--- src/rtl/fetch_sequencer.sv ---
// Instruction-fetch front end: owns the PC, drives the program ROM address,
// tags each returned word with its address and an on-path flag, and keeps a
// small return-address stack for CALL/RET and interrupts.
module fetch_sequencer #(
    parameter int unsigned        ADDR_W     = 10,
    parameter int unsigned        RAS_DEPTH  = 8,
    parameter logic [ADDR_W-1:0]  RESET_ADDR = 10'h000,
    parameter logic [ADDR_W-1:0]  INT_VECTOR = 10'h3FF,
    localparam int unsigned       SP_W       = $clog2(RAS_DEPTH + 1)
) (
    input  logic              CLK,
    input  logic              RST_N,
    input  logic              STALL,
    input  logic              BR_EN,
    input  logic [ADDR_W-1:0] BR_ADDR,
    input  logic              CALL_EN,
    input  logic              RET_EN,
    input  logic              INT_REQ,
    output logic [ADDR_W-1:0] PROG_ADDR,
    output logic [ADDR_W-1:0] IR_ADDR,
    output logic              FETCH_VALID,
    output logic [SP_W-1:0]   SP_LEVEL,
    output logic              STACK_ERR
);

    localparam int unsigned IDX_W = (RAS_DEPTH > 1) ? $clog2(RAS_DEPTH) : 1;

    logic [ADDR_W-1:0] ras_q [RAS_DEPTH];

    logic              take_int;
    logic              take_ret;
    logic              take_call;
    logic              take_br;
    logic              redirect;
    logic              stack_full;
    logic              stack_empty;
    logic              push_ok;
    logic [ADDR_W-1:0] push_data;
    logic [IDX_W-1:0]  push_idx;
    logic [IDX_W-1:0]  pop_idx;

    logic [ADDR_W-1:0] pc_d;
    logic [SP_W-1:0]   sp_d;
    logic              err_d;
    logic              valid_d;

    // Commands only count when they come from an on-path word; resolve priority.
    always_comb begin
        take_int    = FETCH_VALID & INT_REQ;
        take_ret    = FETCH_VALID & RET_EN & ~INT_REQ;
        take_call   = FETCH_VALID & CALL_EN & ~INT_REQ & ~RET_EN;
        take_br     = FETCH_VALID & BR_EN & ~INT_REQ & ~RET_EN & ~CALL_EN;
        redirect    = take_int | take_ret | take_call | take_br;
        stack_full  = (SP_LEVEL == SP_W'(RAS_DEPTH));
        stack_empty = (SP_LEVEL == '0);
        // Interrupt re-executes the interrupted word; CALL returns past itself.
        push_data   = take_int ? IR_ADDR : IR_ADDR + ADDR_W'(1);
        push_ok     = (take_int | take_call) & ~stack_full;
        push_idx    = IDX_W'(SP_LEVEL);
        pop_idx     = IDX_W'(SP_LEVEL - SP_W'(1));
    end

    // Next PC, stack pointer, sticky error and on-path flag.
    always_comb begin
        pc_d    = PROG_ADDR + ADDR_W'(1);
        sp_d    = SP_LEVEL;
        err_d   = STACK_ERR;
        valid_d = ~(redirect | STALL);
        if (take_int) begin
            pc_d = INT_VECTOR;
        end else if (take_ret) begin
            pc_d = stack_empty ? RESET_ADDR : ras_q[pop_idx];
        end else if (take_call | take_br) begin
            pc_d = BR_ADDR;
        end else if (STALL) begin
            pc_d = PROG_ADDR;
        end
        if (take_int | take_call) begin
            if (stack_full) begin
                err_d = 1'b1;
            end else begin
                sp_d = SP_LEVEL + SP_W'(1);
            end
        end else if (take_ret) begin
            if (stack_empty) begin
                err_d = 1'b1;
            end else begin
                sp_d = SP_LEVEL - SP_W'(1);
            end
        end
    end

    // Architectural state with synchronous active-low reset.
    always_ff @(posedge CLK) begin
        if (!RST_N) begin
            PROG_ADDR   <= RESET_ADDR;
            IR_ADDR     <= RESET_ADDR;
            FETCH_VALID <= 1'b0;
            SP_LEVEL    <= '0;
            STACK_ERR   <= 1'b0;
        end else begin
            PROG_ADDR   <= pc_d;
            IR_ADDR     <= PROG_ADDR;
            FETCH_VALID <= valid_d;
            SP_LEVEL    <= sp_d;
            STACK_ERR   <= err_d;
        end
    end

    // Stack storage; contents are don't-care after reset, so no reset here.
    always_ff @(posedge CLK) begin
        if (RST_N && push_ok) begin
            ras_q[push_idx] <= push_data;
        end
    end

endmodule

--- config.mk ---
export PLATFORM = sky130hd
export DESIGN_NAME = fetch_sequencer
export DESIGN_NICKNAME = d
export VERILOG_FILES = /design/src/rtl/fetch_sequencer.sv
export SDC_FILE = /design/constraint.sdc
export NUM_CORES = 1
export LEC_CHECK = 0
export CAP_MARGIN = 15
export CELL_PAD_IN_SITES_DETAIL_PLACEMENT = 0
export CELL_PAD_IN_SITES_GLOBAL_PLACEMENT = 2
export CORE_AREA = 5 5 103 129
export CTS_CLUSTER_DIAMETER = 200
export CTS_CLUSTER_SIZE = 12
export DETAILED_ROUTE_END_ITERATION = 16
export DIE_AREA = 0 0 108 134
export GPL_TIMING_DRIVEN = 0
export PLACE_DENSITY = 0.86
export SLEW_MARGIN = 20
export SYNTH_ARGS = -nofsm -noshare
export SYNTH_HDL_FRONTEND = slang
export SYNTH_SLANG_ARGS = --single-unit
--- constraint.sdc ---
create_clock -name CLK -period 4.7 [get_ports CLK]
set_input_delay 1.175 -clock CLK [delete_from_list [all_inputs] [get_ports CLK]]
set_output_delay 1.175 -clock CLK [all_outputs]
set_load 0.03 [all_outputs]
==> flow_summary.json <==
{
  "required_ps": 4660,
  "final_cell_mix": "edfxtp_1 (80), clkdlybuf4s50_1 (42), dfxtp_1 (26)",
  "path_class": "input port to flip-flop",
  "synth_edf_count": 80,
  "rsz0062_at_grt": "no",
  "clk_latency_ps": 340,
  "coreArea_mm2": 0.0119,
  "die_h_um": 134,
  "syn_nets": 332,
  "drt_iter0_drc": 140,
  "tns_ps": 0,
  "setup_viol": 0,
  "area_growth_pct": 21.6,
  "drtAntennaViolNets": 0,
  "postCtsHoldBufs": 0,
  "grt_pass1_wl_um": 15100,
  "drive_gt1_share_pct": 15.1,
  "r2r_slack_ps": 1700,
  "vias": 2691,
  "arrival_ps": 3350,
  "syn_area_mm2": 0.00461,
  "p_leak_nw": 1.93,
  "fin_skew_ps": 8.04,
  "synth_ff_type": "edfxtp_1",
  "startpoint_type": "input port",
  "ctsHtreeMaxLevel": 3,
  "hp-class": "flip-flop to flip-flop",
  "syn_inst": 310,
  "timing.max_cap.violations": 0,
  "ios": 43,
  "synth_xor_area_share_pct": 3.80,
  "hold_violations": 0,
  "period_minus_slack_ps": 3390,
  "initial_utilization_pct": 38.6,
  "antenna_found_initial": 0,
  "fmax_ghz": 0.295,
  "die_w_um": 108,
  "cts_tree": "done",
  "end_kind": "flip-flop",
  "finalWirelength_um": 9960,
  "synthMuxAreaShare_pct": 13.2,
  "ys.warnings.count": 0,
  "synth-simple-area-share_pct": 8.34,
  "hpwl_um": 7150,
  "tightestPinTransition_ps": 1050,
  "ys_seq_area_share_pct": 63.4,
  "synth-compound-area-share_pct": 7.25,
  "status": "completed",
  "synth_seq_cells": 106,
  "grtUsageTotal_pct": 14.1,
  "diodes": 0,
  "post_cts_resize_count": 0,
  "routedWlPerCell_um": 18.6,
  "route.detailed.drc": 0,
  "grt_max_degree": 20,
  "die_area_mm2": 0.0145,
  "async_flop_share_pct": 0,
  "clk_path_buf_depth": 2,
  "power_mw": 2.07,
  "overflow": 0,
  "std_cell_rows": 45,
  "port_buffers": 42,
  "synth_top_family_by_area": "multiplexers",
  "clk_pin_slew_ps": 70,
  "avgSynthCellArea_um2": 14.9,
  "drt-pass1-iter-count": 4,
  "vdd_drop_max_mv": 0.178,
  "worstPathMaxFanout": 10,
  "viasPerCell": 5.04,
  "routabilityCongestion": 0.743,
  "grt_pass1_vias": 2650,
  "cts_sinks": 106,
  "drv_slew": 0,
  "layout_commonest_cell": "edfxtp_1",
  "power_density_mw_per_mm2": 369,
  "cts_buffers": 9,
  "ys_types": 45,
  "slew_headroom_pct": 29.7,
  "postCtsSetupBuffers": 0,
  "synthAdderAreaFrac_pct": 1.36,
  "fin_crit_sh_pct": 72.1,
  "cts_root_buf": "clkbuf_16",
  "nNetsFinal": 387
}
## cell usage after synthesis (3+ instances only)
cell	count	area, um2
nand3_1	5	25.0
buf_2	3	15.0
xor2_1	6	52.6
a21oi_1	7	35.0
edfxtp_1	80	2400
o21a_1	3	22.5
or3_1	3	18.8
ha_1	5	62.6
xnor2_1	14	123
nor3_1	3	15.0
o221a_1	5	56.3
clkbuf_1	5	18.8
o221ai_1	4	35.0
and2_1	9	56.3
inv_1	7	26.3
mux4_2	19	428
nand4_1	7	43.8
mux2i_1	17	170
buf_4	3	22.5
o211a_1	4	40.0
nand2_1	11	41.3
o21ai_1	6	30.0
dfxtp_1	26	521
nand2b_1	3	18.8
o21ai_0	10	50.1
nor2_1	22	82.6
## path summary, 6_finish.rpt
check / start / to / cells after the start
max: RET_EN / ras_q[5][4]$_DFFE_PP_ / 5
min: STACK_ERR$_SDFFE_PN0P_ / STACK_ERR$_SDFFE_PN0P_ / 1
max reg2reg: SP_LEVEL[0]$_SDFFE_PN0P_ / PROG_ADDR[2]$_SDFFE_PN0P_ / 9
min reg2reg: STACK_ERR$_SDFFE_PN0P_ / STACK_ERR$_SDFFE_PN0P_ / 1
## power by group
group / internal [mW] / total [mW] / switching (mW)
Sequential: 1.03 / 1.05 / 0.0249
Clock: 0.457 / 0.798 / 0.342
Combinational: 0.0988 / 0.217 / 0.118
## state kept, by name (all words and copies together) (netlist names)
name and flops:
ras_q 80, IR_ADDR 10, FETCH_VALID 1, PROG_ADDR 10, SP_LEVEL 4, STACK_ERR 1
## area by class of cell
| cell class | count | area [um2] |
|---|---|---|
| plain buffers | 14 | 93.8 |
| clock buffers | 10 | 250 |
| clock inverters | 6 | 76.3 |
| fillers | 1066 | 6330 |
| inverters | 7 | 26.3 |
| multi-input cells | 183 | 1590 |
| flip-flops and latches | 106 | 2920 |
| well taps | 164 | 205 |
| repair buffers | 44 | 443 |
## per-layer routing
| metal | share of wire, % | wire (um) | track usage (%) | vias up |
|---|---|---|---|---|
| li1 | - | - | - | 1307 |
| met1 | 44 | 4340 | 17.8 | 1308 |
| met2 | 51 | 5050 | 24.3 | 69 |
| met3 | 4.6 | 455 | 2.55 | 7 |
| met4 | 1.1 | 113 | 5.05 | 0 |
| met5 | 0 | 0 | 0 | - |
## critical path, cell delays in order
cell and delay, ps:
clkdlybuf4s50_1 500, nor2b_1 210, o21a_1 290, nand4_1 280, nor2_1 880
## per-stage QoR
step	instance area, um2	std cells	hold slack (ps)	setup slack (ps)	utilization (%)
after CTS	5600	534	479	1260	46.9
after floorplan	4610	310	617	1810	-
after global routing	5600	534	510	1190	46.9
final	5600	534	473	1310	46.9
after global placement	5230	516	450	367	43.8
after detailed placement	5270	518	458	918	44.2
## cell families after synthesis
kind of cell / Yosys count
muxes: 37
AOI/OAI and AO/OA: 47
xor gates and xnor gates: 20
adders and majority gates: 5
DFF: 106
and+or+nand+nor: 74
buffers and inverters: 21
(Power assumes the default switching activity.)
